--- config.mk ---
export PLATFORM = sky130hd
export DESIGN_NAME = cacheline_adaptor
export DESIGN_NICKNAME = d
export VERILOG_FILES = /design/src/rtl/cacheline_adaptor.sv
export SDC_FILE = /design/constraint.sdc
export NUM_CORES = 1
export LEC_CHECK = 0
export ABC_CLOCK_PERIOD_IN_PS = 6060
export CAP_MARGIN = 20
export CORE_AREA = 5 5 321 323
export CTS_CLUSTER_SIZE = 10
export DETAILED_ROUTE_END_ITERATION = 16
export DIE_AREA = 0 0 326 328
export PLACE_DENSITY = 0.62
export SLEW_MARGIN = 10
export SYNTH_ARGS = -nofsm -noshare
export SYNTH_HDL_FRONTEND = slang
export SYNTH_SLANG_ARGS = --single-unit
--- constraint.sdc ---
create_clock -name clk -period 6.06 [get_ports clk]
set_input_delay 1.212 -clock clk [delete_from_list [all_inputs] [get_ports clk]]
set_output_delay 1.212 -clock clk [all_outputs]
set_load 0.02 [all_outputs]
--- src/rtl/cacheline_adaptor.sv ---
// Bridges a full cache line request to a sequence of s_burst-wide memory beats,
// assembling reads and serialising writes, with a one-cycle resp_o on completion.
module cacheline_adaptor #(
    parameter int s_line  = 256,
    parameter int s_burst = 64
) (
    input  logic               clk,
    input  logic               rst,

    input  logic [s_line-1:0]  line_i,
    output logic [s_line-1:0]  line_o,
    input  logic [31:0]        address_i,
    input  logic               read_i,
    input  logic               write_i,
    output logic               resp_o,

    input  logic [s_burst-1:0] burst_i,
    output logic [s_burst-1:0] burst_o,
    output logic [31:0]        address_o,
    output logic               read_o,
    output logic               write_o,
    input  logic               resp_i
);

    localparam int BEATS = s_line / s_burst;
    localparam int CNT_W = (BEATS > 1) ? $clog2(BEATS) : 1;
    localparam logic [CNT_W-1:0] LAST_BEAT = CNT_W'(BEATS - 1);

    typedef enum logic [1:0] {
        IDLE  = 2'd0,
        READ  = 2'd1,
        WRITE = 2'd2,
        DONE  = 2'd3
    } state_t;

    state_t             state_q, state_d;
    logic [CNT_W-1:0]   cnt_q, cnt_d;
    logic [26:0]        addr_q, addr_d;
    logic [s_line-1:0]  wline_q, wline_d;
    logic [s_line-1:0]  rbuf_q, rbuf_d;
    logic [s_line-1:0]  line_q, line_d;
    logic               read_o_q, read_o_d;
    logic               write_o_q, write_o_d;
    logic               resp_o_q, resp_o_d;

    // Write takes priority over read; outputs are computed one cycle ahead so
    // that read_o/write_o/resp_o come straight from flops.
    always_comb begin
        state_d   = state_q;
        cnt_d     = cnt_q;
        addr_d    = addr_q;
        wline_d   = wline_q;
        rbuf_d    = rbuf_q;
        line_d    = line_q;
        read_o_d  = 1'b0;
        write_o_d = 1'b0;
        resp_o_d  = 1'b0;

        unique case (state_q)
            IDLE: begin
                if (write_i) begin
                    addr_d    = address_i[31:5];
                    wline_d   = line_i;
                    cnt_d     = '0;
                    state_d   = WRITE;
                    write_o_d = 1'b1;
                end else if (read_i) begin
                    addr_d   = address_i[31:5];
                    cnt_d    = '0;
                    state_d  = READ;
                    read_o_d = 1'b1;
                end
            end
            READ: begin
                read_o_d = 1'b1;
                if (resp_i) begin
                    rbuf_d[int'(cnt_q)*s_burst +: s_burst] = burst_i;
                    if (cnt_q == LAST_BEAT) begin
                        cnt_d    = '0;
                        line_d   = rbuf_d;
                        state_d  = DONE;
                        read_o_d = 1'b0;
                        resp_o_d = 1'b1;
                    end else begin
                        cnt_d = cnt_q + CNT_W'(1);
                    end
                end
            end
            WRITE: begin
                write_o_d = 1'b1;
                if (resp_i) begin
                    if (cnt_q == LAST_BEAT) begin
                        cnt_d     = '0;
                        state_d   = DONE;
                        write_o_d = 1'b0;
                        resp_o_d  = 1'b1;
                    end else begin
                        cnt_d = cnt_q + CNT_W'(1);
                    end
                end
            end
            DONE: begin
                state_d = IDLE;
            end
            default: begin
                state_d = IDLE;
            end
        endcase
    end

    always_ff @(posedge clk) begin
        if (rst) begin
            state_q   <= IDLE;
            cnt_q     <= '0;
            addr_q    <= '0;
            wline_q   <= '0;
            line_q    <= '0;
            read_o_q  <= 1'b0;
            write_o_q <= 1'b0;
            resp_o_q  <= 1'b0;
        end else begin
            state_q   <= state_d;
            cnt_q     <= cnt_d;
            addr_q    <= addr_d;
            wline_q   <= wline_d;
            line_q    <= line_d;
            read_o_q  <= read_o_d;
            write_o_q <= write_o_d;
            resp_o_q  <= resp_o_d;
        end
    end

    // Partial read data is never visible: line_o only loads on the final beat.
    always_ff @(posedge clk) begin
        rbuf_q <= rbuf_d;
    end

    assign line_o    = line_q;
    assign burst_o   = wline_q[int'(cnt_q)*s_burst +: s_burst];
    assign address_o = {addr_q, 5'b0};
    assign read_o    = read_o_q;
    assign write_o   = write_o_q;
    assign resp_o    = resp_o_q;

endmodule
==> results by group, run 1 <==
Floorplan
  – Core area: 0.0996 sq mm
  – Die ar.: about 0.11 sq mm
  – FP Rows: 116
  – Die height: ~330 um
  – Die X: 326 um
  – Initial Util: 0.299
  – Num ports: 712

Timing
  – Clock period minus final worst setup slack: 4350 ps
  – FMAX: 230 MHz
  – Setup TNS: 0 ps
  – Setup-failing EPs final: 0
  – Max Slew Vio Count: 0
  – Final hold slack: 450 ps
  – Slew Limit Headroom: 0.284
  – Unrepaired setup endpoints after global routing: no
  – Final hold vios: 0
  – Worst Slack Setup Final: 1710 ps
  – Skew final: 31.9 ps
  – Period utilization: 0.718
  – Slew at the pin closest to its max-slew limit: about 1100 ps

Power
  – PD cells: approximately 380 mW/mm^2
  – Leakage: 14.0 nW
  – Maximum VDD drop: 278 uV
  – Power Total: 15.3 mW

Setup path
  – Crit-path max FO: 27
  – Startpoint Class: flop
  – Crit-path leading delay family: buffers and inverters
  – CP max-delay cell: dfxtp_4
  – Critical Path Sink Type: output port
  – WP data arrival: roughly 3100 ps
  – Bufs and invs on worst path: 2
  – WP data required: 4850 ps
  – Worst path cell trace: buf_4 > mux4_2 > clkdlybuf4s50_1
  – Setup CP Type: flop to output port
  – Slowest cell delay on critical path: 750 ps

Synthesis
  – Most numerous cell in the Yosys netlist: nand2_1
  – Synth Flop Type: dfxtp_1
  – Sequential area share after synthesis: 0.561
  – Synth Warn #: 0
  – Post-synth ARST share: 0
  – Netlist cell types: 39
  – Synth top area share: 0.367
  – Avg Inst Size Synth: 9.44 sq um
  – Yosys reg bits: 738
  – Post-synth EDFFs: approximately 190
  – Most frequent cells after synthesis: nand2_1, dfxtp_1, a21oi_1, nor2_1, edfxtp_1
  – Syn Std Cell Area: 0.0297 sq mm
  – Area leader, netlist: dfxtp_1
  – Mapped Cells: 3151
  – Largest cells by area after synthesis: dfxtp_1, edfxtp_1, nand2_1

Final layout
  – Fraction of layout cells with a size suffix above 1: 0.0605
  – Post-route insts no fill: 5072
  – Nets: just over 4k
  – Layout Area Growth over Synthesis: 35.9%

CTS
  – CTS Hold Bufs: 0
  – Clock sinks: 738
  – Clock transition at path regs: 60 ps
  – Clk Latency, worst-skew pair: 660 ps
  – CTS root buffer: clkbuf_16
  – PostCTS Resize Cnt: 0
  – Post-CTS Setup Repair Bufs: 0
  – CTS Buf Count: 90
  – CTS Buffer Depth: 3
  – H-Tree Level Count: 3
  – CTS tree: done

Global route
  – Total gr overflow: 0
  – Vias in the first global route: ~24k
  – Largest net degree at the start of global routing: 182
  – Initial antenna violation count: 12
  – Aggregate global-route resource usage: 0.181
  – First-pass GRT wire length: about 150000 um

Job
  – Max_cap viols: 0

Placement
  – Port bufs: 701
  – Detailed Place HPWL: 65600 um
  – Placed Instances: 4912
  – Pre-CTS setup slack: between 2000 and 2500 ps
  – Routability cong.: slightly above 0.8

Detailed routing
  – Vias/cell: 4.88
  – Initial DRT Pass Iterations: 5
  – Vias: roughly 25k
  – Final wirelength: between 100000 and 150000 um
  – 1st-iter DRT viols: 1753
  – Routed Antenna Nets: 0
  – DR WL/cell: a little over 20 um
  – DRC violations left: 0

Min path
  – Min-Delay Path Class: flop to flop

Run status
  – Status: complete, no violations
## cells by family (layout without fill, tap and decap cells)
logic type                 Yosys count  in the layout  share of synthesized area
muxes                               65             65                     0.0488
DFF                                738            738                      0.561
adders and majority gates            8              8                    0.00337
buffers and inverters              365            978                     0.0524
AOI/OAI and AO/OA                  639            639                      0.132
other                                1             11                   0.000126
and+or+nand+nor                   1335           1335                      0.201
## layer usage
layer | vias up | part of all wire | global-route usage
met5 | - | 0.00077 | 0
met1 | 11900 | 0.41 | 0.219
met3 | 148 | 0.095 | 0.0737
met2 | 766 | 0.47 | 0.299
met4 | 12 | 0.026 | 0.0515
li1 | 12000 | - | -
## worst paths after layout
kind,from,endpoint,slack [ps],cells past startpoint
setup / recovery,cnt_q[0],burst_o[6],1710,3
hold / removal,wline_q[154],wline_q[154],450,2
setup reg to reg,cnt_q[1],line_o[132],2430,7
hold reg to reg,wline_q[154],wline_q[154],450,2
## state kept, by name (all words and copies together), names as in the netlist
signal / count
read_o: 1
cnt_q: 2
write_o: 1
resp_o: 1
state_q: 2
rbuf_q: 192
wline_q: 256
addr_q: 27
line_o: 256
## area by class of cell
type | instances | area (sq um)
Fill cell | 9824 | 59200
Sequential cell | 738 | 16700
Multi-Input combinational cell | 2052 | 11600
Timing Repair Buffer | 733 | 7410
Clock buffer | 137 | 2490
Tap cell | 1298 | 1620
Inverter | 91 | 342
Clock inverter | 17 | 230
Antenna cell | 6 | 15.0
## power breakdown
part	internal (mW)	switching [mW]
clock network	2.92	2.13
logic	1.60	2.53
registers	5.82	0.288
total	10.3	4.95
## worst register-to-register path: stages, from the launching register on
cell	delay, ps
dfxtp_4	810
inv_1	290
ha_4	380
buf_4	490
nor4b_4	430
buf_4	560
a31oi_1	310
a211oi_1	260
## cell usage in the layout (no fill, tap or decap), types with 107 or more instances in the layout
cell             synthesis  routed
a21oi_1                290     290
a311oi_1               107     107
clkdlybuf4s50_1          0     700
dfxtp_1                546     544
edfxtp_1               192     192
nand2_1                738     737
nand2b_1               108     107
nand3_1                108     107
nor2_1                 194     194
nor2b_1                109     109
## metrics by stage
stage / utilization / cell area [sq um]
3_5_place_dp: 0.378 / 37700
2_1_floorplan: - / 29800
4_1_cts: 0.406 / 40400
6_report: 0.406 / 40400
3_3_place_gp: 0.378 / 37700
5_1_grt: 0.406 / 40400
No activity file was read; power rests on OpenSTA's default activity.
==> run 2: changes to the inputs <==
--- a/config.mk
+++ b/config.mk
@@ -5,13 +5,13 @@
 export SDC_FILE = /design/constraint.sdc
 export NUM_CORES = 1
 export LEC_CHECK = 0
-export ABC_CLOCK_PERIOD_IN_PS = 6060
+export ABC_CLOCK_PERIOD_IN_PS = 4200
 export CAP_MARGIN = 20
 export CORE_AREA = 5 5 321 323
 export CTS_CLUSTER_SIZE = 10
 export DETAILED_ROUTE_END_ITERATION = 16
 export DIE_AREA = 0 0 326 328
-export PLACE_DENSITY = 0.62
+export PLACE_DENSITY = 0.6
 export SLEW_MARGIN = 10
 export SYNTH_ARGS = -nofsm -noshare
 export SYNTH_HDL_FRONTEND = slang
==> constraint.sdc (replaced) <==
create_clock -name clk -period 4.2 [get_ports clk]
set_input_delay 0.84 -clock clk [delete_from_list [all_inputs] [get_ports clk]]
set_output_delay 0.84 -clock clk [all_outputs]
set_load 0.02 [all_outputs]
==> results by group, run 2 (synthesis gave the netlist of run 1 again) <==
Final layout
  – Multi-input logic area: 0.0116 sq mm
  – Fraction of layout cells with a size suffix above 1: 0.0662
  – Final Core Density: 0.408
  – Layout Area Growth over Synthesis: 36.7%
  – Fillers: between 9k and 10k
  – Most frequent cells in the layout: nand2_1, clkdlybuf4s50_1, dfxtp_1
  – Register area: 0.0167 sq mm
  – Nets: ~4.1k
  – Commonest non-fill, non-tap cell in the layout: nand2_1

Detailed routing
  – Vias/cell: 4.86
  – DRC violations left: 0
  – Initial DRT Pass Iterations: 5
  – DR WL/cell: 20.0 um
  – Vias: about 25k
  – Final wirelength: 102000 um
  – Routed Antenna Nets: 0
  – 1st-iter DRT viols: 1671

CTS
  – CTS Buffer Depth: 3
  – Clk Latency, worst-skew pair: 660 ps
  – Clock sinks: 738
  – CTS Buf Count: 88
  – Clock transition at path regs: about 60 ps
  – CTS root buffer: clkbuf_16
  – H-Tree Level Count: 3
  – PostCTS Resize Cnt: 0
  – Post-CTS Setup Repair Bufs: 0
  – CTS tree: done
  – CTS Hold Bufs: 0

Power
  – P_sw: 7.08 mW
  – Maximum VDD drop: slightly below 500 uV
  – Sequential power share: 0.398
  – P_int: 15.0 mW
  – Clock Power Share: 0.325
  – PD cells: 542 mW/mm^2
  – Comb pwr share: 0.277
  – Leakage: 14.1 nW
  – Switch share: 0.321

Timing
  – Setup-failing EPs final: 0
  – Worst Slack Setup Final: 465 ps
  – Unrepaired setup endpoints after global routing: no
  – FMAX: 268 MHz
  – Clock period minus final worst setup slack: 3740 ps
  – Skew final: 20.6 ps
  – Max Slew Vio Count: 0
  – Setup TNS: 0 ps
  – Period utilization: 0.889
  – Final hold vios: 0
  – Slew at the pin closest to its max-slew limit: 998 ps
  – Slew Limit Headroom: 0.335

Global route
  – Aggregate global-route resource usage: 0.181
  – Initial antenna violation count: 12
  – Vias in the first global route: approximately 24k
  – First-pass GRT wire length: 152000 um
  – Largest net degree at the start of global routing: 163
  – Total gr overflow: 0

Floorplan
  – Die X: approximately 330 um
  – Die height: 328 um
  – Num ports: 712
  – Core area: 0.0996 sq mm
  – FP Rows: around 120
  – Initial Util: 0.299
  – Die ar.: 0.107 sq mm

Setup path
  – Setup crit start: cnt_q[0]
  – Setup CP Type: flop to output port
  – Critical R2R Launch: cnt_q[0]
  – Crit-path max FO: 24
  – Critical Path Sink Type: output port
  – WP data arrival: 2900 ps
  – Startpoint Class: flop
  – WP data required: about 3400 ps

Placement
  – Port bufs: 701
  – Pre-CTS setup slack: 998 ps
  – Detailed Place HPWL: 67200 um
  – Routability cong.: approximately 0.8

Min path
  – Hold path startpoint: wline_q[175]
  – Min-Delay Path Class: flop to flop

Run status
  – Status: complete, no violations

Job
  – Max_cap viols: 0
==> run 2: cell count changes in the layout (fill, tap and decap cells not counted), moves of 2 or more <==
cell / delta
diode_2: +3
clkbuf_8: +5
buf_4: +17
clkinv_2: -3
clkbuf_16: -2
buf_12: +10
clkinvlp_4: -2
==> run 2: layout make-up <==
class,instances,area share
antenna,9,0.000554
clock buffer,139,0.0616
clock inverter,9,0.00329
inverter,91,0.00840
multi-input combinational,2052,0.285
sequential,738,0.411
tap,1298,0.0399
timing repair buffer,760,0.190
==> run 2: metal layers <==
metal  GRT usage  vias up  wire [um]
met5           0        -         27
met4      0.0579        4       2420
met3      0.0674      128       9560
met2       0.297      785      47700
met1       0.223    11800      42200
li1            -    12000          -
==> run 2: power by group through the flow <==
stage	clock network (mW)	logic, mW	registers (mW)
2_1_floorplan	0	3.88	8.87
5_1_grt	7.64	6.75	8.87
4_1_cts	7.36	6.20	8.79
3_5_place_dp	0	6.17	8.94
6_report	7.16	6.11	8.78
3_3_place_gp	0	6.11	8.92
==> run 2: final timing paths <==
| path | slack [ps] | to | depth (start not counted) |
|---|---|---|---|
| hold reg to reg | 450 | wline_q[175] | 2 |
| setup reg to reg | 1220 | line_o[186] | 6 |
| hold / removal | 450 | wline_q[175] | 2 |
| setup / recovery | 460 | burst_o[35] | 3 |
==> run 2: critical path, stage by stage (launching register included) <==
cell and delay [ps]:
dfxtp_4 720, buf_12 300, mux4_2 530, clkdlybuf4s50_1 640
==> run 2: per-stage QoR <==
step | hold WS (ps) | instance area, sq um | instances | total power [mW]
floorplan | 433 | 29800 | 3155 | 12.7
global placement | 440 | 38000 | 4938 | 15.0
detailed placement | 444 | 38000 | 4938 | 15.1
CTS | 451 | 40600 | 5086 | 22.4
global route | 464 | 40700 | 5094 | 23.3
finish | 451 | 40700 | 5096 | 22.1
